## src/rtl/ccff_chain_loader.sv

```systemverilog
// rtl/ccff_chain_loader.sv - serial loader and ones-count verifier for a configuration chain
//
// Purpose: accepts WORD_W-bit configuration words over a valid/ready handshake and
// shifts them LSB-first into the configuration chain, one bit per enabled prog_clk
// edge. An optional verify pass recirculates ccff_tail into ccff_head for CHAIN_LEN
// edges. The pass compares the ones-count read back with the ones-count loaded.
//
// Ports:
//   prog_clk        configuration clock, rising edge
//   prog_reset_n    synchronous active-low reset
//   start           begin a load (sampled in IDLE only)
//   verify_en       sampled with start; request a verify pass after the load
//   word_in         configuration word, bit 0 shifted first
//   word_valid      word_in valid
//   word_ready      loader accepts word_in this cycle
//   ccff_head       serial data into the chain
//   ccff_tail       serial data out of the chain's last flop
//   ccff_shift_en   chain clock enable; the chain shifts on every edge where it is 1
//   busy            high in LOAD or VERIFY
//   done            one-cycle completion pulse
//   verify_ok       result of the last verify, held until the next start
module ccff_chain_loader #(
    parameter int CHAIN_LEN = 36,
    parameter int WORD_W    = 8
) (
    input  logic              prog_clk,
    input  logic              prog_reset_n,
    input  logic              start,
    input  logic              verify_en,
    input  logic [WORD_W-1:0] word_in,
    input  logic              word_valid,
    output logic              word_ready,
    output logic              ccff_head,
    input  logic              ccff_tail,
    output logic              ccff_shift_en,
    output logic              busy,
    output logic              done,
    output logic              verify_ok
);

    localparam int CNT_W = $clog2(CHAIN_LEN + 1);
    localparam int SC_W  = $clog2(WORD_W + 1);

    typedef enum logic [1:0] {
        S_IDLE,
        S_LOAD,
        S_VERIFY,
        S_DONE
    } state_t;

    state_t            state_q, state_d;
    logic [WORD_W-1:0] sr_q, sr_d;
    logic [SC_W-1:0]   sr_cnt_q, sr_cnt_d;        // unsent bits left in sr_q
    logic [WORD_W-1:0] hr_q, hr_d;
    logic              hr_full_q, hr_full_d;
    logic [CNT_W-1:0]  bit_cnt_q, bit_cnt_d;
    logic [CNT_W-1:0]  ones_sent_q, ones_sent_d;
    logic [CNT_W-1:0]  ones_read_q, ones_read_d;
    logic [CNT_W-1:0]  v_cnt_q, v_cnt_d;
    logic              verify_en_q, verify_en_d;
    logic              verify_ok_q, verify_ok_d;
    logic              head_q, head_d;
    logic              shift_en_q, shift_en_d;
    logic              handshake;
    logic              load_full;

    assign load_full  = (bit_cnt_q == CNT_W'(CHAIN_LEN));
    assign word_ready = (state_q == S_LOAD) && !hr_full_q && !load_full;
    assign handshake  = word_valid && word_ready;

    always_comb begin
        state_d     = state_q;
        sr_d        = sr_q;
        sr_cnt_d    = sr_cnt_q;
        hr_d        = hr_q;
        hr_full_d   = hr_full_q;
        bit_cnt_d   = bit_cnt_q;
        ones_sent_d = ones_sent_q;
        ones_read_d = ones_read_q;
        v_cnt_d     = v_cnt_q;
        verify_en_d = verify_en_q;
        verify_ok_d = verify_ok_q;
        head_d      = head_q;
        shift_en_d  = 1'b0;

        unique case (state_q)
            S_IDLE: begin
                if (start) begin
                    state_d     = S_LOAD;
                    bit_cnt_d   = '0;
                    ones_sent_d = '0;
                    ones_read_d = '0;
                    v_cnt_d     = '0;
                    verify_ok_d = 1'b0;
                    verify_en_d = verify_en;
                end
            end

            S_LOAD: begin
                if (load_full) begin
                    // The last chain bit shifts on this edge; drop any leftover bits.
                    sr_cnt_d  = '0;
                    hr_full_d = 1'b0;
                    state_d   = verify_en_q ? S_VERIFY : S_DONE;
                end else begin
                    // head_q is the bit the chain takes on the following edge, so the
                    // next bit is pulled from SR, else HR, else straight off word_in.
                    // The HR/word_in paths reload SR in the same edge: no bubble.
                    if (sr_cnt_q != '0) begin
                        head_d     = sr_q[0];
                        sr_d       = sr_q >> 1;
                        sr_cnt_d   = sr_cnt_q - SC_W'(1);
                        shift_en_d = 1'b1;
                    end else if (hr_full_q) begin
                        head_d     = hr_q[0];
                        sr_d       = hr_q >> 1;
                        sr_cnt_d   = SC_W'(WORD_W - 1);
                        hr_full_d  = 1'b0;
                        shift_en_d = 1'b1;
                    end else if (handshake) begin
                        head_d     = word_in[0];
                        sr_d       = word_in >> 1;
                        sr_cnt_d   = SC_W'(WORD_W - 1);
                        shift_en_d = 1'b1;
                    end

                    if (handshake && (sr_cnt_q != '0)) begin
                        hr_d      = word_in;
                        hr_full_d = 1'b1;
                    end

                    if (shift_en_d) begin
                        bit_cnt_d   = bit_cnt_q + CNT_W'(1);
                        ones_sent_d = ones_sent_q + CNT_W'(head_d);
                    end
                end
            end

            S_VERIFY: begin
                ones_read_d = ones_read_q + CNT_W'(ccff_tail);
                v_cnt_d     = v_cnt_q + CNT_W'(1);
                if (v_cnt_q == CNT_W'(CHAIN_LEN - 1)) begin
                    verify_ok_d = (ones_read_d == ones_sent_q);
                    state_d     = S_DONE;
                end
            end

            S_DONE: begin
                state_d = S_IDLE;
            end

            default: begin
                state_d = S_IDLE;
            end
        endcase
    end

    always_ff @(posedge prog_clk) begin
        if (!prog_reset_n) begin
            state_q     <= S_IDLE;
            sr_q        <= '0;
            sr_cnt_q    <= '0;
            hr_q        <= '0;
            hr_full_q   <= 1'b0;
            bit_cnt_q   <= '0;
            ones_sent_q <= '0;
            ones_read_q <= '0;
            v_cnt_q     <= '0;
            verify_en_q <= 1'b0;
            verify_ok_q <= 1'b0;
            head_q      <= 1'b0;
            shift_en_q  <= 1'b0;
        end else begin
            state_q     <= state_d;
            sr_q        <= sr_d;
            sr_cnt_q    <= sr_cnt_d;
            hr_q        <= hr_d;
            hr_full_q   <= hr_full_d;
            bit_cnt_q   <= bit_cnt_d;
            ones_sent_q <= ones_sent_d;
            ones_read_q <= ones_read_d;
            v_cnt_q     <= v_cnt_d;
            verify_en_q <= verify_en_d;
            verify_ok_q <= verify_ok_d;
            head_q      <= head_d;
            shift_en_q  <= shift_en_d;
        end
    end

    // In VERIFY the chain recirculates through a combinational tail->head path.
    assign ccff_head     = (state_q == S_VERIFY) ? ccff_tail :
                           (state_q == S_LOAD)   ? head_q    : 1'b0;
    assign ccff_shift_en = (state_q == S_VERIFY) ? 1'b1 :
                           (state_q == S_LOAD)   ? shift_en_q : 1'b0;
    assign busy          = (state_q == S_LOAD) || (state_q == S_VERIFY);
    assign done          = (state_q == S_DONE);
    assign verify_ok     = verify_ok_q;

endmodule

```

## config.mk

```make
export PLATFORM = sky130hd
export DESIGN_NAME = ccff_chain_loader
export DESIGN_NICKNAME = d
export VERILOG_FILES = /design/src/rtl/ccff_chain_loader.sv
export SDC_FILE = /design/constraint.sdc
export NUM_CORES = 1
export LEC_CHECK = 0
export CAP_MARGIN = 15
export CORE_UTILIZATION = 47
export DETAILED_ROUTE_END_ITERATION = 8
export GPL_ROUTABILITY_DRIVEN = 1
export PLACE_DENSITY = 0.73
export SLEW_MARGIN = 0
export SYNTH_ARGS = -nofsm -noshare
export SYNTH_HDL_FRONTEND = slang
export SYNTH_SLANG_ARGS = --single-unit
```

## constraint.sdc

```tcl
create_clock -name prog_clk -period 3.15 [get_ports prog_clk]
set_clock_uncertainty 0.2 [all_clocks]
set_input_delay 0.7875 -clock prog_clk [delete_from_list [all_inputs] [get_ports prog_clk]]
set_output_delay 0.7875 -clock prog_clk [all_outputs]
set_load 0.02 [all_outputs]
```

Word level (Yosys, flattened, before mapping):

Cells that the tools add are included.

* flip-flop bits (word level): 51
* latch bits: 0
* memory bits (writable): 0
* bits in read-only memories: 0
* input port bits: 14
* output and inout bits: 6
* word-level logic and storage cells: 98
* memories kept: 0

* add/subtract/negate cells: 5
* $mul: 0
* divide/modulo/power cells: 0
* order comparisons: 0
* equality and inequality tests: 12
* shifts and indexed selects: 0
* mux-type cells: 41
* bitwise logic cells: 3
* reduce and logical (&&, ||, !) cells: 24

Operators by type and width (count)
* 6-bit one-hot mux with 2 select lines: 4
* 6-bit 2-to-1 mux: 5
* 8-bit 2-to-1 mux: 3
* 1-bit 2-to-1 mux: 20
* 4-bit 2-to-1 mux: 4
* 6-bit by 1-bit adder with 6-bit output: 2
* 6-bit by 1-bit adder with 6-bit output, second input constant: 2
* 6-bit equality test, second input constant: 2
* 3-bit AND reduction: 4
* 2-bit AND reduction: 5
* 2-bit != test, second input constant: 4
* 2-bit one-hot mux with 4 select lines: 1
* 4-bit nonzero test: 2
* 6-bit equality test: 1
* 2-bit 2-to-1 mux: 3
* 2-bit equality test, second input constant: 2
* 1-bit logical AND: 4
* 4-bit AND reduction: 1
* 2-bit nonzero test: 2
* 4-bit by 1-bit subtractor with 4-bit output, second input constant: 1
* 3-bit by 2-bit != test with 1-bit output, second input constant: 1
* 1-bit NOT: 3
* 3-bit nonzero test: 1
* 3-bit OR reduction: 1
* other kinds (6): 7

Logic depth before layout (Yosys ltp):

Gate-level depths: netlist (run 1).

* depth in word-level cells: 13
* mapped depth: 13
* gate-level depth less buffers: 13

Worst setup path after synthesis (run 1):

Ideal clock, no wire load.

* path kind: reg-to-output
* start: register state_q[1]
* end: output port ccff_head
* arrival: 1.503 ns
* required time: 2.162 ns
* slack: 0.659 ns
* cell stages (with the launch flop): 7
* buffers on the path: 2
* path through: dfxtp_1 > inv_1 > ha_1 > buf_2 > buf_1 > nand2_1 > o21ai_0

* word-level cells in the longest chain between the ends: 3
* elaborated cells between the ends (all ways): 4
* those cells by class: eq/ne: 2; mux: 2

RTL lines
* from (decl): line 51 `state_t state_q, state_d;`
* from (signal assigned): line 174 `state_q <= state_d;`
* 2-bit by 1-bit equality test with 1-bit output: line 192 `(state_q == S_LOAD) ? head_q : 1'b0;`
* 1-bit 2-to-1 mux: line 192
* 1-bit 2-to-1 mux *: line 191 `assign ccff_head = (state_q == S_VERIFY) ? ccff_tail :`
* to (decl): line 33 `output logic ccff_head,`

Every way passes the cells marked *; elsewhere a longest branch is shown, timed or not.

Final worst setup path (run 1):

* start: register bit_cnt_q[0]
* end: output port word_ready

* word-level cells in the longest chain between the ends: 3

RTL lines
* from (decl): line 56 `logic [CNT_W-1:0] bit_cnt_q, bit_cnt_d;`
* from (signal assigned): line 179 `bit_cnt_q <= bit_cnt_d;`
* 6-bit equality test: line 67 `assign load_full = (bit_cnt_q == CNT_W'(CHAIN_LEN));`
* 1-bit zero test: line 68 `assign word_ready = (state_q == S_LOAD) && !hr_full_q && !load_full;`
* 1-bit logical AND: line 68
* to (decl): line 32 `output logic word_ready,`

Every way passes these cells.

==> summary.md, run 1 <==
| Metric | Value |
|---|---|
| Core Area | `5540 um^2` |
| Peak Freq | `328 MHz` |
| Worst VDD drop | `0.380 mV` |
| EDFF count, synth | `0` |
| Synth-to-Final Area Change | `14.6%` |
| Post-synthesis mux area share | `6.32%` |
| Final ANT Viol Nets | `0` |
| Clock transition at path regs | `0.08 ns` |
| Chip width | `78.0 um` |
| HP Class | `flop to flop` |
| Pin count of the biggest net entering global routing | `22` |
| Synth Area in Adders | `5.54%` |
| Sequential share of the synthesized area | `36.9%` |
| Final Setup Violations | `0` |
| Reg-to-reg slack, setup | `0.45 ns` |
| Cts repair resizes | `0` |
| Initial antenna violation count | `0` |
| Vias | `2382` |
| CP required | `2.16 ns` |
| Yosys reg bits | `50` |
| Hold Path Depth | `2` |
| Max transition margin | `56.8%` |
| Post-route minimum period | `3.05 ns` |
| Share of synthesized registers carrying an async set or reset | `0%` |
| Top FF cell, synth | `dfxtp_1` |
| Gpl congestion | `0.807` |
| Post-CTS setup buffer count | `0` |
| Share of layout cells above drive strength 1 | `10.3%` |
| Vias per cell | `5.67` |
| Placed insts | `412` |
| Gate count of the mapped netlist | `327` |
| IO Count | `20` |
| Clk sinks | `50` |
| Dpl cell area | `3020 um^2` |
| Die height | `78.0 um` |
| Synthesized cell area | `2710 um^2` |
| YS warnings | `0` |
| Largest family of logic cells by synthesized area | `simple AND/OR/NAND/NOR gates` |
| TritonCTS clock tree | `built` |
| Final TNS setup | `0 ns` |
| Initial core utilization | `49.0%` |
| Slew @ Worst Pin | `0.647 ns` |
| HPWL after DPL | `4450 um` |
| Share of the synthesized area in compound gates (AO/OA/AOI/OAI) | `17.4%` |
| Startpoint Class | `flop` |
| Final WL | `5970 um` |
| CTS H-tree depth | `2` |
| Seq. cell area | `1000 um^2` |
| # diodes | `0` |
| # rows | `27` |
| Post-Synth Simple-Gate Area | `26.6%` |
| Fillers | `515` |
| Drt wl/cell | `14.2 um` |
| Final instance count without filler cells | `420` |
| Worst skew pair latency | `0.30 ns` |
| Yosys top cell by area | `dfxtp_1` |
| Hold_buf cts | `0` |
| Area contributors post-synth | `dfxtp_1 (37%), mux2i_1 (5.9%), ha_1 (5.5%)` |
| Worst-path fanout max | `5` |
| P per Cell Area | `754 nW/um^2` |
| Area share of the largest cell type after synthesis | `36.9%` |
| Total track usage | `21.5%` |
| Hold Vio Cnt, Final | `0` |
| R2R depth | `12` |
| Final hold slack | `0.255 ns` |
| Syn_nets | `353` |
| CTS buffer count | `5` |
| DRT iter0 DRCs | `103` |
| Footprint of the multi-input gates | `1590 um^2` |
| Crit end category | `output pin` |
| Final Cycle Share | `96.9%` |
| Syn avg cell area | `8.30 um^2` |
| GRT overflow | `0` |
| Status | `complete, no violations` |
| Port bufs | `19` |
| Yosys cell types | `56` |
| Die area | `6080 um^2` |
| Critical path data arrival time | `2.06 ns` |
| Max_cap viols | `0` |
| Post-route cell area | `3110 um^2` |
| Root buf cell | `clkbuf_8` |
| Static Leak | `0.00116 uW` |
| Nets | `373` |
| First-pass GRT wire length | `10500 um` |
| Setup CP Type | `flop to output pin` |
| XOR/XNOR Fraction of Synth Area | `2.91%` |
| Drc violations | `0` |
| Vias in the first global route | `2302` |
| Final Max Tran Viols | `0` |
| Maximum buffer depth of the clock tree | `2` |
| Drt first pass iters | `5` |
| Setup repair after global routing missed its margin | `false` |
[critical path: stages, from the launching register on]
cell and delay (ns):
dfxtp_1 0.39, inv_1 0.06, ha_1 0.19, nor4bb_4 0.16, nand2_1 0.10, nand2_1 0.10
nor2_1 0.14, clkdlybuf4s50_1 0.64
[worst paths after layout]
kind                 from        endpoint
max          bit_cnt_q[0]      word_ready
min               sr_q[0]         sr_q[0]
max reg2reg    state_q[1]  ones_sent_q[5]
min reg2reg       sr_q[0]         sr_q[0]
[cell type report]
cell class	instances	share of cell area [%]
Timing Repair Buffer	33	9.50
Inverter	10	1.21
Clock inverter	1	0.161
Sequential cell	50	32.2
Clock buffer	7	2.78
Tap cell	72	2.90
Multi-Input combinational cell	247	51.3
[logic make-up (layout without fill, tap and decap cells)]
| logic type | after synthesis | in the layout |
|---|---|---|
| AOI/OAI and AO/OA | 73 | 73 |
| xor gates and xnor gates | 9 | 9 |
| adders and majority gates | 12 | 12 |
| buffers and inverters | 30 | 51 |
| DFF | 50 | 50 |
| muxes | 17 | 17 |
| and+or+nand+nor | 136 | 136 |
[synth_stat cells, drive strengths merged (2+ instances only)]
library cell / instances
dfxtp: 50
o31ai: 3
a32oi: 3
nand2: 36
a31o: 3
a21boi: 2
xnor2: 2
or3: 4
xor2: 7
nand3b: 3
a22o: 3
nor2: 31
a31oi: 2
nor3: 11
and2: 4
o21ai: 17
nor3b: 2
nand4: 10
a21o: 3
nor4: 2
or2: 2
buf: 5
o211ai: 8
nand3: 19
nor2b: 3
inv: 9
clkbuf: 15
a21oi: 19
nor4b: 2
mux2i: 16
a22oi: 4
ha: 12
[layout by cell type (no fill, tap or decap), types with 4 or more instances in the layout]
cell and instances:
inv_1 9, dfxtp_1 50, buf_4 14, clkdlybuf4s50_1 19, clkbuf_8 6, nand4_1 10, o21ai_0 15, xor2_1 7
nand2_1 36, nand3_1 19, nor2_1 31, mux2i_1 16, a21oi_1 19, o211ai_1 8, ha_1 12, a22oi_1 4
nor3_1 10
[power by group]
part	total [uW]	internal [uW]	leakage [uW]	switching [uW]
Clock	382	178	0.0000482	205
Sequential	831	734	0.000405	97.3
Combinational	1130	459	0.000706	671
Total	2340	1370	0.00116	973
[registers in the layout (all words and copies together), names as in the netlist, 2 cells and up]
signal,flops
bit_cnt_q,6
hr_q,8
ones_read_q,6
ones_sent_q,6
sr_cnt_q,4
sr_q,7
state_q,2
v_cnt_q,6
[per-layer routing]
| metal | up-vias | share of wire (%) | track usage (%) |
|---|---|---|---|
| met3 | 5 | 2.4 | 3.76 |
| met4 | 0 | 0.85 | 5.93 |
| met1 | 1112 | 48 | 27.9 |
| li1 | 1230 | - | - |
| met2 | 35 | 49 | 36.5 |
| met5 | - | 0 | 0 |
[metrics by stage]
stage	worst slack, ns	utilization (%)	power (uW)
2_1_floorplan	0.659	-	1620
3_3_place_gp	0.156	54.5	1950
3_5_place_dp	0.111	54.5	1970
4_1_cts	0.0841	56.1	2360
5_1_grt	0.0162	56.1	2540
6_report	0.0975	56.1	2340
No activity file was read; power rests on OpenSTA's default activity.
==> inputs of run 2 (changes only) <==
--- a/config.mk
+++ b/config.mk
@@ -8,7 +8,7 @@
 export CAP_MARGIN = 15
 export CORE_UTILIZATION = 47
 export DETAILED_ROUTE_END_ITERATION = 8
-export GPL_ROUTABILITY_DRIVEN = 1
+export GPL_ROUTABILITY_DRIVEN = 0
 export PLACE_DENSITY = 0.73
 export SLEW_MARGIN = 0
 export SYNTH_ARGS = -nofsm -noshare
==> results of run 2 <==
The final DEF is identical to that of run 1; final timing and power are the same.
==> inputs of run 3 (changes only) <==
--- a/config.mk
+++ b/config.mk
@@ -6,10 +6,12 @@
 export NUM_CORES = 1
 export LEC_CHECK = 0
 export CAP_MARGIN = 15
-export CORE_UTILIZATION = 47
+export CELL_PAD_IN_SITES_DETAIL_PLACEMENT = 0
+export CELL_PAD_IN_SITES_GLOBAL_PLACEMENT = 2
+export CORE_UTILIZATION = 35
 export DETAILED_ROUTE_END_ITERATION = 8
 export GPL_ROUTABILITY_DRIVEN = 0
-export PLACE_DENSITY = 0.73
+export PLACE_DENSITY = 0.85
 export SLEW_MARGIN = 0
 export SYNTH_ARGS = -nofsm -noshare
 export SYNTH_HDL_FRONTEND = slang
==> run 3 against run 2 <==
Net effect: final cell count rose by 6.7%; hold slack improved by 0.0068 ns; cell area rose by 3.1%; core utilization fell by 13 points; global-route usage fell by 4.5 points; via count rose by 0.80%; combinational power rose by 4%; non-clock buffer count rose by 1; sequential cell count did not move; clock power rose by 48%; sequential power fell by 0.8%; maximum frequency rose by 1.3%; critical path type is now input port to output pin; largest power group unchanged; highest routed layer unchanged.
==> summary.md, run 3 (synthesis gave the netlist of run 1 again) <==
| Metric | Value |
|---|---|
| Vias | `2401 (+0.80%)` |
| Crit end category | `output pin` |
| Seq. cell area | `1000 um^2 (unchanged)` |
| Setup repair after global routing missed its margin | `false` |
| Root buf cell | `clkbuf_8` |
| Hold Path Depth | `2 (unchanged)` |
| Placed insts | `440 (+6.8%)` |
| GRT overflow | `0 (unchanged)` |
| Core Area | `7370 um^2 (+33%)` |
| P per Cell Area | `797 nW/um^2 (+5.7%)` |
| Vias per cell | `5.36 (-5.5%)` |
| Final ANT Viol Nets | `0 (unchanged)` |
| Largest register FFs | `8 (unchanged)` |
| CP required | `2.16 ns (about the same)` |
| Internal Pwr Total | `1540 uW (+12%)` |
| # diodes | `0 (unchanged)` |
| Final WL | `6530 um (+9.4%)` |
| Drt first pass iters | `4 (-1)` |
| Chip width | `90.0 um (+15%)` |
| Hold Vio Cnt, Final | `0 (unchanged)` |
| Port bufs | `19 (unchanged)` |
| Status | `complete, no violations` |
| HP Class | `flop to flop` |
| WP depth | `4 (-3)` |
| Die area | `8110 um^2 (+33%)` |
| R2R depth | `13 (+1)` |
| Final TNS setup | `0 ns (unchanged)` |
| CTS buffer count | `5 (unchanged)` |
| Vias in the first global route | `2265 (-1.6%)` |
| Final instance count without filler cells | `448 (+6.7%)` |
| Setup CP Type | `input port to output pin` |
| Commonest non-fill, non-tap cells in the layout | `dfxtp_1 (50), nand2_1 (36), nor2_1 (31)` |
| Initial antenna violation count | `0 (unchanged)` |
| Crit-path slowest cell | `clkdlybuf4s50_1` |
| Hold_buf cts | `0 (unchanged)` |
| CTS H-tree depth | `2 (unchanged)` |
| Slew @ Worst Pin | `0.551 ns (-0.0958 ns)` |
| Pin count of the biggest net entering global routing | `19 (-14%)` |
| Max_cap viols | `0 (unchanged)` |
| Comb power frac | `45.6% (-2.6 points)` |
| Worst skew pair latency | `0.31 ns (about the same)` |
| Die height | `90.0 um (+15%)` |
| Worst-path fanout max | `2 (-3)` |
| Final Setup Violations | `0 (unchanged)` |
| Net Sw Frac | `39.7% (-1.8 points)` |
| Clk sinks | `50 (unchanged)` |
| Nets | `374 (+0.27%)` |
| Drc violations | `0 (unchanged)` |
| TritonCTS clock tree | `built` |
| # rows | `31 (+15%)` |
| Post-Route Utilization | `43.5% (-13 points)` |
| Part of the power in registers | `32.2% (-3.3 points)` |
| Delay-heaviest family, CP | `buffers and inverters` |
| Clock power share | `22.1% (+5.8 points)` |
| Critical-path cell list | `clkdlybuf4s50_1 > nand2_1 > o21ai_0 > clkdlybuf4s50_1` |
| Footprint of the multi-input gates | `1590 um^2 (unchanged)` |
| Critical path data arrival time | `2.03 ns (-0.03 ns)` |
| Worst VDD drop | `0.619 mV (+63%)` |
| IO Count | `20 (unchanged)` |
| Share of layout cells above drive strength 1 | `10.9% (+0.54 points)` |
| First-pass GRT wire length | `11300 um (+7.3%)` |
| Final Cycle Share | `95.7% (-1.2 points)` |
| Initial core utilization | `36.8% (-12 points)` |
| Top reg by flops | `hr_q` |
| Max transition margin | `62.9% (+6.1 points)` |
| Startpoint Class | `input port` |
| HPWL after DPL | `4750 um (+6.9%)` |
| Regs by FF count | `hr_q x8, sr_q x7` |
| Static Leak | `0.00120 uW (+3.8%)` |
| Post-route minimum period | `3.01 ns (-0.0393 ns)` |
| Clock transition at path regs | `0.10 ns (+0.02 ns)` |
| Final hold slack | `0.261 ns (+0.00678 ns)` |
| Design Power | `2550 uW (+9.0%)` |
| Total track usage | `17.0% (-4.5 points)` |
| Fillers | `733 (+42%)` |
| Buf/Inv on CP | `2 (unchanged)` |
| Most used cell, CP | `clkdlybuf4s50_1` |
| Drt wl/cell | `14.6 um (+2.5%)` |
| CP peak stage delay | `0.62 ns (-0.02 ns)` |
| DRT iter0 DRCs | `117 (+14%)` |
| P_sw | `1010 uW (+4.2%)` |
| Final Max Tran Viols | `0 (unchanged)` |
| Synth-to-Final Area Change | `18.1%` |
| Commonest non-fill, non-tap cell in the layout | `dfxtp_1` |
| Peak Freq | `332 MHz (+1.3%)` |
| Maximum buffer depth of the clock tree | `2 (unchanged)` |
==> run 3: changes by cell type in the layout (fill, tap and decap cells not counted) <==
cell | before | now
dlymetal6s2s_1 | 0 | 1
clkinv_2 | 1 | 0
buf_4 | 14 | 15
bufinv_16 | 0 | 2
clkdlybuf4s50_1 | 19 | 18
clkbuf_1 | 1 | 0
==> run 3: worst register-to-register path, cell delays in order, from the launching register on <==
cell	delay (ns)
dfxtp_1	0.39
inv_1	0.06
ha_1	0.19
nor4bb_4	0.17
nand2_1	0.10
buf_4	0.16
nand4_1	0.09
and3_1	0.20
nor2_1	0.11
ha_1	0.19
nand3_1	0.11
or2_2	0.32
or3_1	0.30
nand3_1	0.07
==> run 3: final cells by class <==
| class | instances | area share (%) |
|---|---|---|
| flip-flops and latches | 50 | 31.2 |
| well taps | 99 | 3.87 |
| clock buffers | 6 | 2.58 |
| inverters | 10 | 1.17 |
| clock inverters | 2 | 1.87 |
| multi-input cells | 247 | 49.7 |
| repair buffers | 34 | 9.53 |
==> run 3: final timing paths <==
| check | slack, ns | startpoint | endpoint |
|---|---|---|---|
| hold reg to reg | 0.26 | sr_q[1] | sr_q[1] |
| setup / recovery | 0.14 | ccff_tail | ccff_head |
| hold / removal | 0.26 | sr_q[1] | sr_q[1] |
| setup reg to reg | 0.45 | bit_cnt_q[0] | ones_sent_q[5] |
==> run 3: what timing repair did <==
| item | in CTS | in global routing |
|---|---|---|
| resized for setup | 0 | 1 |
| setup endpoints to repair | 0 | 1 |
| setup buffers | 0 | 0 |
| endpoints found under the hold margin | 0 | 0 |
==> run 3: through the flow <==
step | setup slack [ns] | instance area [um^2]
final | 0.137 | 3200
after global routing | 0.0590 | 3200
after CTS | 0.111 | 3200
after detailed placement | 0.136 | 3060
after global placement | 0.150 | 3060
after floorplan | 0.659 | 2710
==> run 3: power groups by stage <==
stage,Combinational (uW),Clock (uW),Sequential [uW]
after global placement,1170,0,833
after CTS,1170,580,823
final,1170,566,824
after floorplan,805,0,814
after global routing,1320,600,841
after detailed placement,1170,0,838
==> run 3: routing by layer <==
| metal | share of wire [%] | wire length (um) | vias to the layer above | track usage (%) |
|---|---|---|---|---|
| met5 | 0 | 0 | - | 0 |
| met4 | 0.92 | 60 | 0 | 4.57 |
| met3 | 2.8 | 182 | 7 | 3.05 |
| met2 | 45 | 2960 | 35 | 27.2 |
| met1 | 51 | 3330 | 1143 | 23.3 |
| li1 | - | - | 1216 | - |
